<file path="config.mk">
export PLATFORM = sky130hd
export DESIGN_NAME = mmio_timer
export DESIGN_NICKNAME = d
export VERILOG_FILES = /design/src/rtl/mmio_pkg.sv /design/src/rtl/mmio_timer_tick_gen.sv /design/src/rtl/mmio_timer.sv
export SDC_FILE = /design/constraint.sdc
export NUM_CORES = 1
export LEC_CHECK = 0
export ABC_AREA = 1
export BUFFER_PORTS_ARGS = -buffer_cell sky130_fd_sc_hd__buf_2
export CAP_MARGIN = 25
export CELL_PAD_IN_SITES_DETAIL_PLACEMENT = 1
export CELL_PAD_IN_SITES_GLOBAL_PLACEMENT = 1
export CORE_ASPECT_RATIO = 1.5
export CORE_MARGIN = 8
export CORE_UTILIZATION = 45
export DETAILED_ROUTE_END_ITERATION = 8
export GPL_TIMING_DRIVEN = 0
export PLACE_DENSITY_LB_ADDON = 0.1
export RECOVER_POWER = 100
export SLEW_MARGIN = 5
export SYNTH_ARGS = -nofsm -noshare
export SYNTH_HDL_FRONTEND = slang
export SYNTH_SLANG_ARGS = --single-unit
</file>
<file path="constraint.sdc">
create_clock -name clk -period 3.21 [get_ports clk]
set_input_delay 0.1605 -clock clk [delete_from_list [all_inputs] [get_ports clk]]
set_output_delay 0.1605 -clock clk [all_outputs]
set_load 0.02 [all_outputs]
</file>
<file path="src/rtl/mmio_pkg.sv">
// ============================================================================
// Module   : mmio_pkg
// Purpose  : Register offsets and bit positions shared by the MMIO timer.
// Revision : 1.0  initial release
// ============================================================================
`default_nettype none

package mmio_pkg;

    // Word offsets inside the 8-word decode window
    localparam logic [2:0] c_off_ctrl  = 3'd0;
    localparam logic [2:0] c_off_pre   = 3'd1;
    localparam logic [2:0] c_off_load  = 3'd2;
    localparam logic [2:0] c_off_count = 3'd3;
    localparam logic [2:0] c_off_stat  = 3'd4;

    localparam int c_ctrl_en     = 0;
    localparam int c_ctrl_reload = 1;
    localparam int c_ctrl_ie     = 2;
    localparam int c_ctrl_bits   = 3;

    localparam int c_stat_exp    = 0;

endpackage : mmio_pkg

`default_nettype wire

</file>
<file path="src/rtl/mmio_timer_tick_gen.sv">
// ============================================================================
// Module   : tick_gen
// Purpose  : Prescaler; emits one tick every pre+1 enabled clocks.
// Revision : 1.0  initial release
// ============================================================================
`default_nettype none

module tick_gen #(
    parameter int WIDTH = 16
) (
    input  logic             clk,
    input  logic             rst,
    input  logic             en,
    input  logic             clr,
    input  logic [WIDTH-1:0] pre,
    output logic             tick
);

    localparam logic [WIDTH-1:0] c_one = WIDTH'(1);

    logic [WIDTH-1:0] cnt_q;
    logic [WIDTH-1:0] cnt_d;
    logic             w_match;

    assign w_match = (cnt_q == pre);
    assign tick    = en && w_match;

    // Equality compare: a PRE shrunk below the running count wraps through 2^WIDTH
    always_comb begin
        cnt_d = cnt_q;
        if (!en || clr) begin
            cnt_d = '0;
        end else if (w_match) begin
            cnt_d = '0;
        end else begin
            cnt_d = cnt_q + c_one;
        end
    end

    always_ff @(posedge clk or posedge rst) begin
        if (rst) begin
            cnt_q <= '0;
        end else begin
            cnt_q <= cnt_d;
        end
    end

endmodule : tick_gen

`default_nettype wire

</file>
<file path="src/rtl/mmio_timer.sv">
// ============================================================================
// Module   : mmio_timer
// Purpose  : Memory-mapped down-counting timer with sticky expiry and level irq.
// Revision : 1.0  initial release
// ============================================================================
`default_nettype none

module mmio_timer
    import mmio_pkg::*;
#(
    parameter logic [15:0] BASE_ADDR = 16'hC010,
    parameter int          WIDTH     = 16
) (
    input  logic        clk,
    input  logic        rst,
    input  logic [15:0] addr,
    input  logic        we,
    input  logic        re,
    input  logic [15:0] wdata,
    output logic [15:0] rdata,
    output logic        irq
);

    localparam logic [WIDTH-1:0] c_one = WIDTH'(1);

    logic [c_ctrl_bits-1:0] ctrl_q,  ctrl_d;
    logic [WIDTH-1:0]       pre_q,   pre_d;
    logic [WIDTH-1:0]       load_q,  load_d;
    logic [WIDTH-1:0]       count_q, count_d;
    logic                   exp_q,   exp_d;

    logic       w_hit;
    logic [2:0] w_off;
    logic       w_wr_ctrl;
    logic       w_wr_pre;
    logic       w_wr_load;
    logic       w_wr_count;
    logic       w_wr_stat;
    logic       w_tick;
    logic       w_tick_eff;
    logic       w_expire;
    logic       w_pre_clr;

    assign w_hit      = (addr[15:3] == BASE_ADDR[15:3]);
    assign w_off      = addr[2:0];
    assign w_wr_ctrl  = we && w_hit && (w_off == c_off_ctrl);
    assign w_wr_pre   = we && w_hit && (w_off == c_off_pre);
    assign w_wr_load  = we && w_hit && (w_off == c_off_load);
    assign w_wr_count = we && w_hit && (w_off == c_off_count);
    assign w_wr_stat  = we && w_hit && (w_off == c_off_stat);

    // Restart the prescaler on an EN rising write so the first tick is a full period away
    assign w_pre_clr = w_wr_ctrl && wdata[c_ctrl_en] && !ctrl_q[c_ctrl_en];

    tick_gen #(
        .WIDTH (WIDTH)
    ) u_tick_gen (
        .clk  (clk),
        .rst  (rst),
        .en   (ctrl_q[c_ctrl_en]),
        .clr  (w_pre_clr),
        .pre  (pre_q),
        .tick (w_tick)
    );

    // A tick is dropped when firmware disables the timer or rewrites COUNT on that edge
    assign w_tick_eff = w_tick
                        && !(w_wr_ctrl && !wdata[c_ctrl_en])
                        && !w_wr_count;
    assign w_expire   = w_tick_eff && (count_q == '0);

    always_comb begin
        ctrl_d  = ctrl_q;
        pre_d   = pre_q;
        load_d  = load_q;
        count_d = count_q;
        exp_d   = exp_q;

        if (w_wr_ctrl) begin
            ctrl_d = wdata[c_ctrl_bits-1:0];
        end
        if (w_wr_pre) begin
            pre_d = wdata[WIDTH-1:0];
        end
        if (w_wr_load) begin
            load_d = wdata[WIDTH-1:0];
        end

        if (w_wr_count) begin
            count_d = wdata[WIDTH-1:0];
        end else if (w_tick_eff) begin
            if (count_q != '0) begin
                count_d = count_q - c_one;
            end else if (ctrl_q[c_ctrl_reload]) begin
                count_d = load_q;
            end else begin
                count_d           = '0;
                ctrl_d[c_ctrl_en] = 1'b0;
            end
        end

        // Set has priority over a same-cycle W1C
        if (w_wr_stat && wdata[c_stat_exp]) begin
            exp_d = 1'b0;
        end
        if (w_expire) begin
            exp_d = 1'b1;
        end
    end

    always_ff @(posedge clk or posedge rst) begin
        if (rst) begin
            ctrl_q  <= '0;
            pre_q   <= '0;
            load_q  <= '0;
            count_q <= '0;
            exp_q   <= 1'b0;
        end else begin
            ctrl_q  <= ctrl_d;
            pre_q   <= pre_d;
            load_q  <= load_d;
            count_q <= count_d;
            exp_q   <= exp_d;
        end
    end

    always_comb begin
        rdata = '0;
        if (re && w_hit) begin
            case (w_off)
                c_off_ctrl:  rdata[c_ctrl_bits-1:0] = ctrl_q;
                c_off_pre:   rdata[WIDTH-1:0]       = pre_q;
                c_off_load:  rdata[WIDTH-1:0]       = load_q;
                c_off_count: rdata[WIDTH-1:0]       = count_q;
                c_off_stat:  rdata[c_stat_exp]      = exp_q;
                default:     rdata                  = '0;
            endcase
        end
    end

    assign irq = exp_q & ctrl_q[c_ctrl_ie];

endmodule : mmio_timer

`default_nettype wire
</file>
Yosys cells after proc, flatten, opt, wreduce, memory -nomap -nowiden. Index checks and enable logic that the tools add are counted.

Divide/modulo/power cells: 0. Magnitude comparators: 0. Bitwise operators: 1. Multiplexer cells: 17. Eq/ne operators: 6. Multiply operators: 0. Reductions and logical operators: 25. $add $sub $neg: 2. Shifts and indexed selects: 0.

Operators with widths (number): $mux 16 (7); $pmux 13 s3 (1); $add 16x1->16 const B (1); $eq 16x16->1 (1); $logic_not 16->1 (1); $reduce_bool 16->1 (1); $sub 16x1->16 const B (1); $logic_and 1x1->1 (15); $eq 13x13->1 const B (1); $pmux 2 s4 (1); $mux 1 (7); $eq 3x2->1 const B (2); $pmux 1 s5 (1); $logic_not 1->1 (4); $reduce_bool 2->1 (2); $eq 3x1->1 const B (1); $eq 3x3->1 const B (1); $logic_not 3->1 (1); $and 1x1->1 (1); $logic_or 1x1->1 (1).

Latch bits: 0. Memory bits (read-only): 0. Register bits: 68. Memory bits (writable): 0. Output and inout bits: 17. Input port bits: 36. Memories: 0.

Longest topological paths before layout. Gate-level depths: netlist of the first run.

Depth in word-level cells: 9. Depth in mapped cells: 13. Gate-level depth less buffers: 13.

Cells and area by module. A second synthesis of the first run with hierarchy kept.

Cell total of the unflattened synthesis: 678. Area, all modules: 4518.1 um^2.

Modules (own cells, without submodules): mmio_timer (instances 1, cells each 498, area an instance 3349.5 um^2); tick_gen (instances 1, cells each 180, area an instance 1168.6 um^2).

Worst setup path before layout of the first run. No wires, ideal clock.

Path kind: register to register. From: register count_q[0]. To: register count_q[5]. Stages on the path, launching flop included: 13. Library setup time: 0.117 ns. Clock period less this slack: 1.590 ns. Path slack: 1.620 ns. Data arrival time: 1.473 ns. Cell sequence: dfrtp_1 -> inv_1 -> ha_1 -> inv_1 -> nor3_2 -> nand2_1 -> buf_2 -> nand2_1 -> nand2_1 -> nand2_1 -> nand2_1 -> nand2_2 -> nand2_1.

Longest elaborated chain between the ends: 4. Elaborated cells between the ends (all ways): 5. Those cells by class: add/sub: 1; mux: 3; reduce/logical: 1.

RTL lines: start: declaration (line mmio_timer.sv:29) `logic [WIDTH-1:0] count_q, count_d;`; start signal: assignment (line mmio_timer.sv:122) `count_q <= count_d;`; $sub 16x1->16 or $reduce_bool 16->1 (tied branches) (line mmio_timer.sv:93, mmio_timer.sv:92); $mux 16 (*) (line mmio_timer.sv:92) `if (count_q != '0) begin`; $mux 16 (*) (line mmio_timer.sv:91) `end else if (w_tick_eff) begin`; $mux 16 (*) (line mmio_timer.sv:89) `if (w_wr_count) begin`.

Mark *: on every way between the ends. The rest lies on a longest branch, timed or not. The select of a mux whose other input is x is not followed. A chain may end at the register's enable or synchronous reset.

Worst setup path after layout of the first run.
From: register u_tick_gen.cnt_q[13]. To: register count_q[2].

Longest elaborated chain between the ends: 5.

RTL lines: start: declaration (line mmio_timer_tick_gen.sv:21) `logic [WIDTH-1:0] cnt_q;`; start signal: assignment (line mmio_timer_tick_gen.sv:44) `cnt_q <= cnt_d;`; $eq 16x16->1 (line mmio_timer_tick_gen.sv:25) `assign w_match = (cnt_q == pre);`; $logic_and 1x1->1 (line mmio_timer_tick_gen.sv:26) `assign tick = en && w_match;`; $logic_and 1x1->1 (line mmio_timer.sv:68) `&& !(w_wr_ctrl && !wdata[c_ctrl_en])`; $logic_and 1x1->1 (line mmio_timer.sv:69) `&& !w_wr_count;`; $reduce_bool 2->1 (no source line).

Every way passes these cells.

==> results of run 1 <==
==> power by group <==
part           switching (mW)  internal [mW]  total (mW)
Sequential           0.000189          0.858       0.858
Clock                   0.384          0.614       0.998
Combinational          0.0609         0.0229      0.0838
Total                   0.445           1.49        1.94
==> synth_stat cells <==
cell type / n
clkbuf_1: 10
nor3_1: 12
nor3_2: 1
buf_2: 8
nand2_1: 280
nor2_2: 7
nand3_4: 2
xnor2_1: 10
clkinv_1: 3
xor2_1: 12
inv_1: 80
nand3_2: 1
nor3b_1: 1
nand4_1: 11
dfrtp_1: 68
o21ai_0: 34
a21oi_1: 6
inv_2: 5
nand2_2: 10
ha_1: 3
nor2_4: 2
nand3_1: 47
o21ai_1: 9
a31oi_1: 17
nand3b_1: 1
buf_12: 1
nor2_1: 64
buf_1: 2
nand2_4: 1
a22oi_1: 3
a211oi_1: 1
==> state kept, by name, summed over array words and instances (netlist names) <==
signal            flops
count_q              16
ctrl_q                3
exp_q                 1
load_q               16
pre_q                16
u_tick_gen.cnt_q     16
==> layer usage <==
metal	wire, µm	vias to the layer above	GRT usage [%]	share of wire (%)
met5	0	-	0	0
met2	8430	79	43.8	54
met1	6190	2349	25.1	40
met4	502	0	10.5	3.2
li1	-	2356	-	-
met3	492	37	3.52	3.2
==> metrics by stage <==
stage / total power [mW] / std cells
final: 1.94 / 896
after global routing: 1.99 / 896
after CTS: 1.95 / 896
after detailed placement: 0.959 / 881
after global placement: 0.955 / 881
after floorplan: 0.912 / 712
==> kinds of logic (layout without fill, tap and decap cells) <==
family                   Yosys count  in the layout  synth area share [%]
XOR/XNOR                          22             22                  4.18
adder cells (fa/ha/maj)            3              3                 0.814
AO/OA/AOI/OAI                     70             70                  8.27
buffers and inverters            109            176                  9.44
flip-flops                        68             68                  36.9
AND/OR/NAND/NOR                  440            440                  40.4
==> worst max path at each step <==
stage	startpoint	slack, ps	cells after the start	end
4_1_cts	addr[8]	1170	10	rdata[8]
5_1_grt	u_tick_gen.cnt_q[13]	560	12	count_q[8]
6_report	u_tick_gen.cnt_q[13]	800	12	count_q[2]
3_5_place_dp	addr[8]	1170	10	rdata[8]
2_1_floorplan	rst	1340	1	count_q[0]
3_3_place_gp	rst	460	2	count_q[13]
==> worst max-delay path: stages (launching register included) <==
cell and delay [ps]:
dfrtp_1 400, inv_1 110, nand2_1 80, nand2_1 60, nand3_1 80, nor2_1 160
nand2_1 80, nor2_1 270, nand3_1 380, nand2_1 420, buf_12 180, nand2_2 50
nand2_1 60
==> layout make-up <==
cell class / instances / share of cell area [%]
inverters: 88 / 6.35
flip-flops and latches: 68 / 32.5
plain buffers: 21 / 1.98
multi-input cells: 535 / 46.3
clock buffers: 10 / 4.56
clock inverters: 5 / 1.00
well taps: 117 / 2.80
repair buffers: 52 / 4.52
==> summary.txt, run 1 <==
Placed design
  – Port bufs: 52
  – Area post-placement: 5020 µm²
  – Setup WS pre-CTS: about 1200 ps
  – Detailed Place HPWL: between 10,000 and 15,000 µm
  – RePlAce Congestion: 0.894

Clocking
  – Worst-path clk slew: 60 ps
  – # hold bufs at CTS: 0
  – Root buffer cell: clkbuf_16
  – Max clock buf depth: 2
  – Setup bufs post-CTS: 0
  – H-tree depth: 3
  – Total CTS buffers: 9
  – Post-CTS Resized: 0
  – Worst skew pair latency: 340 ps
  – CTS Sinks: 68
  – TritonCTS clock tree: yes

Worst setup path
  – Critical Path Fanout Max: 10
  – R2r setup slk: between 800 and 900 ps
  – FF-to-FF Start: u_tick_gen.cnt_q[13]
  – Critical path data arrival time: 2680 ps
  – Crit start category: flip-flop
  – Reg2Reg Depth: 12
  – Worst Setup End Kind: flip-flop
  – CP Class: flip-flop to flip-flop
  – Worst path required time: 3480 ps
  – Reg-to-reg critical path endpoint: count_q[2]

Power
  – LEAKAGE: 2.68 nW
  – Pwr Density: 370 nW/µm²
  – Peak supply drop: 221 µV

Timing
  – Clk_skew: 5.13 ps
  – Actual slew at the worst max-slew pin: 872 ps
  – Setup TNS Final: 0 ps
  – Hold Vio Cnt, Final: 4
  – Worst rel slew slack: 41.9%
  – Final worst path period need: 2410 ps
  – Final Cycle Share: 75.0%
  – Fmax: 0.416 GHz
  – Unrepaired setup endpoints after global routing: false
  – Endpoints failing setup: 0
  – Worst hold slack: -3.73 ps
  – Pins Over Slew Limit: 0
  – PnR worst setup slack: about 800 ps

Finish
  – Design Area, Final: 5240 µm²
  – Area Growth Syn to Fin: 13.5%
  – Ant. Diodes: 0
  – Fillers: 1,401
  – Commonest non-fill, non-tap cell in the layout: nand2_1
  – Share of layout cells above drive strength 1: just over 9%
  – Most frequent cells in the layout: nand2_1, inv_1, dfrtp_1
  – Area of the multi-input gates: 2420 µm²
  – Utilization after layout: 52.0%
  – Net count, final: 814
  – Register Area: ~1700 µm²

Logic synthesis
  – Top-area cell type share of the netlist area: a little under two fifths
  – Mapped Area: approximately 4600 µm²
  – Mapped Nets: 751
  – Sequential area share after synthesis: 36.9%
  – Largest cells by area after synthesis: dfrtp_1, nand2_1, inv_1
  – #FFs+latches synth: 68
  – Cells after synthesis: 712
  – Largest area contributor in the netlist: dfrtp_1
  – Syn_area_per_cell: 6.48 µm²
  – Library cells used by synthesis: 31
  – YS warnings: 0

Flow run
  – Maxcap violations: 0

Floorplanning
  – Std-Cell Rows: 45
  – Initial Util: 45.8%
  – Die width: around 100 µm
  – Top-Level Pins: 53
  – Core area: 10,100 µm²
  – Die area: 13,800 µm²
  – Die height: 140 µm

GRT
  – First-pass GRT wire length: 25,700 µm
  – Antenna violations before repair: 0
  – Congestion Overflow GR: 0
  – Largest net degree at the start of global routing: between 60 and 70
  – Overall Global Routing Usage: 23.4%
  – Vias in the first global route: approximately 5.2k

Route
  – Vias per std cell: 5.38
  – Pre-antenna DRT Iters: 4
  – Final wirelength: 15,600 µm
  – Vias: 4,821
  – Initial DRC count: 200
  – DRT antenna net count: 0
  – Average wire per standard cell: 17.4 µm
  – Drt drc: 0

Status
  – Status: finished, violations left
  – Failing checks: hold timing

Min path
  – Worst hold path type: input port to asynchronous set/reset pin
Power figures use the tool's default switching activity.
==> run 2, diff against run 1 <==
CORE_UTILIZATION = 38   (was 45)
clock period = 2.2 ns   (was 3.21 ns; I/O delays follow)
==> run 2 against run 1 <==
Compared with the run above:
- the run now ends clean
- power rose by 60%
- cell count rose by 4.4%
- cell area rose by 3.4%
- critical path depth fell by 1
- register-to-register slack got worse by 630 ps
- worst setup slack got worse by 630 ps
- flip-flop and latch count did not move
- via count fell by 2.6%
- first-iteration DRC count fell by 13%
==> summary.txt, run 2 (same netlist as run 1, synthesis figures left out) <==
Status
  – Status: finished clean

Finish
  – Ant. Diodes: 0
  – Most frequent cells in the layout: nand2_1, inv_1, dfrtp_1
  – Commonest non-fill, non-tap cell in the layout: nand2_1
  – Net count, final: a little over 800
  – Share of layout cells above drive strength 1: 11.8%
  – Area Growth Syn to Fin: 17.4%
  – Layout Cells excl Fill: 935

Route
  – Final wirelength: 15,900 µm
  – Vias: 4,695
  – Drt drc: 0
  – DRT antenna net count: 0
  – Pre-antenna DRT Iters: 4
  – Vias per std cell: 5.02
  – Average wire per standard cell: 17.0 µm
  – Initial DRC count: 175

Floorplanning
  – Die height: 151 µm
  – Core area: 11,900 µm²
  – Top-Level Pins: 53
  – Die area: around 16,000 µm²
  – Initial Util: approximately 39%
  – Die width: 106 µm
  – Std-Cell Rows: 49

Worst setup path
  – Worst Setup End Kind: flip-flop
  – Critical path, cell by cell: nor2_1, nand2_1, nor2_2, nand3_4, nor2_4, nand2_1, nand2_1, nand2_1, nand2_1, nand2_1, nand2_1
  – Crit start category: flip-flop
  – Critical Path Fanout Max: 9
  – R2r setup slk: approximately 180 ps
  – Slowest cell on crit path: dfrtp_1
  – Critical Path Max Stage Delay: around 470 ps
  – CP Class: flip-flop to flip-flop
  – Critical path data arrival time: 2310 ps
  – Crit path top cell by count: nand2_1
  – Worst path required time: 2480 ps

Clocking
  – Setup bufs post-CTS: 0
  – H-tree depth: 3
  – CTS Sinks: 68
  – Root buffer cell: clkbuf_16
  – Worst-path clk slew: 60 ps
  – Worst skew pair latency: 340 ps
  – Total CTS buffers: 9
  – TritonCTS clock tree: yes
  – Max clock buf depth: 2

GRT
  – Largest net degree at the start of global routing: 56
  – Vias in the first global route: slightly above 5k
  – First-pass GRT wire length: 25,700 µm
  – Antenna violations before repair: 0
  – Congestion Overflow GR: 0
  – Overall Global Routing Usage: between 20% and 30%

Timing
  – Clk_skew: approximately 5.8 ps
  – Fmax: about 0.49 GHz
  – Setup TNS Final: 0 ps
  – Worst rel slew slack: 45.4%
  – Final Cycle Share: 92.0%
  – Final worst path period need: 2020 ps
  – Pins Over Slew Limit: 0
  – Hold Vio Cnt, Final: 0
  – Endpoints failing setup: 0
  – Unrepaired setup endpoints after global routing: false
  – Actual slew at the worst max-slew pin: 819 ps

Placed design
  – Detailed Place HPWL: 12,800 µm
  – RePlAce Congestion: 0.890
  – Port bufs: 52
  – DP Cell Count: about 900

Power
  – Gate power share: around 4.0%
  – Clock share of power: between 50% and 60%
  – Pwr Density: 575 nW/µm²
  – LEAKAGE: 2.74 nW
  – Sw Pwr: roughly 0.66 mW
  – Peak supply drop: 344 µV
  – Sw Share: 21.1%
  – Seq pwr share: 40.2%
  – Cell-internal power: approximately 2.5 mW

Flow run
  – Maxcap violations: 0

Min path
  – Worst hold path type: input port to flip-flop
[run 2: final cells by class]
class / count / area, µm²
Fill cell: 1610 / 6480
Multi-Input combinational cell: 535 / 2470
Sequential cell: 68 / 1700
Inverter: 88 / 332
Timing Repair Buffer: 54 / 263
Clock buffer: 12 / 256
Tap cell: 153 / 191
Buffer: 21 / 104
Clock inverter: 4 / 95.1
[run 2: path summary, 6_finish.rpt]
path	start	to	cells after the start
worst max-delay path	count_q[6]	count_q[13]	11
worst min-delay path	wdata[14]	load_q[14]	3
worst max register to register	count_q[6]	count_q[13]	11
worst min register to register	ctrl_q[2]	ctrl_q[2]	2
max in group asynchronous	rst	load_q[13]	4
min in group asynchronous	rst	u_tick_gen.cnt_q[3]	3
[run 2: timing repair]
action                                 in CTS  in global routing
hold buffers                                1                  0
gates resized for setup                     0                  0
endpoints found under the hold margin      13                  0
setup endpoints to repair                   0                  0
[run 2: per-layer routing]
metal,routed length [µm],part of all wire [%],up-vias,GRT usage (%)
met3,378,2.4,19,3.49
met1,6380,40,2258,22.1
met2,8760,55,58,39.5
met4,347,2.2,0,6.71
met5,0,0,-,0
li1,-,-,2360,-
[run 2: power by group through the flow]
stage               sequential, mW  combinational (mW)  clock (mW)
floorplan                     1.27              0.0562           0
global placement              1.27               0.122           0
detailed placement            1.27               0.133           0
CTS                           1.25               0.135        1.76
finish                        1.25               0.125        1.74
global route                  1.25               0.141        1.80
[run 2: through the flow]
step                      hold WS [ps]  worst slack [ps]  instance area [µm²]  total power [mW]  utilization (%)
final                             70.5               177                 5420              3.11             45.5
after global routing              89.3              5.58                 5420              3.19             45.5
after CTS                         55.2               182                 5460              3.14             45.9
after detailed placement          53.7               204                 5100              1.41             42.8
after global placement             416              -574                 5070              1.40             42.6
after floorplan                    258               378                 4610              1.33                -
[run 2: critical path, delay by kind of cell (launching register included)]
kind	cells	cell delay, ps
AND/OR/NAND/NOR	11	1490
flip-flops	1	470
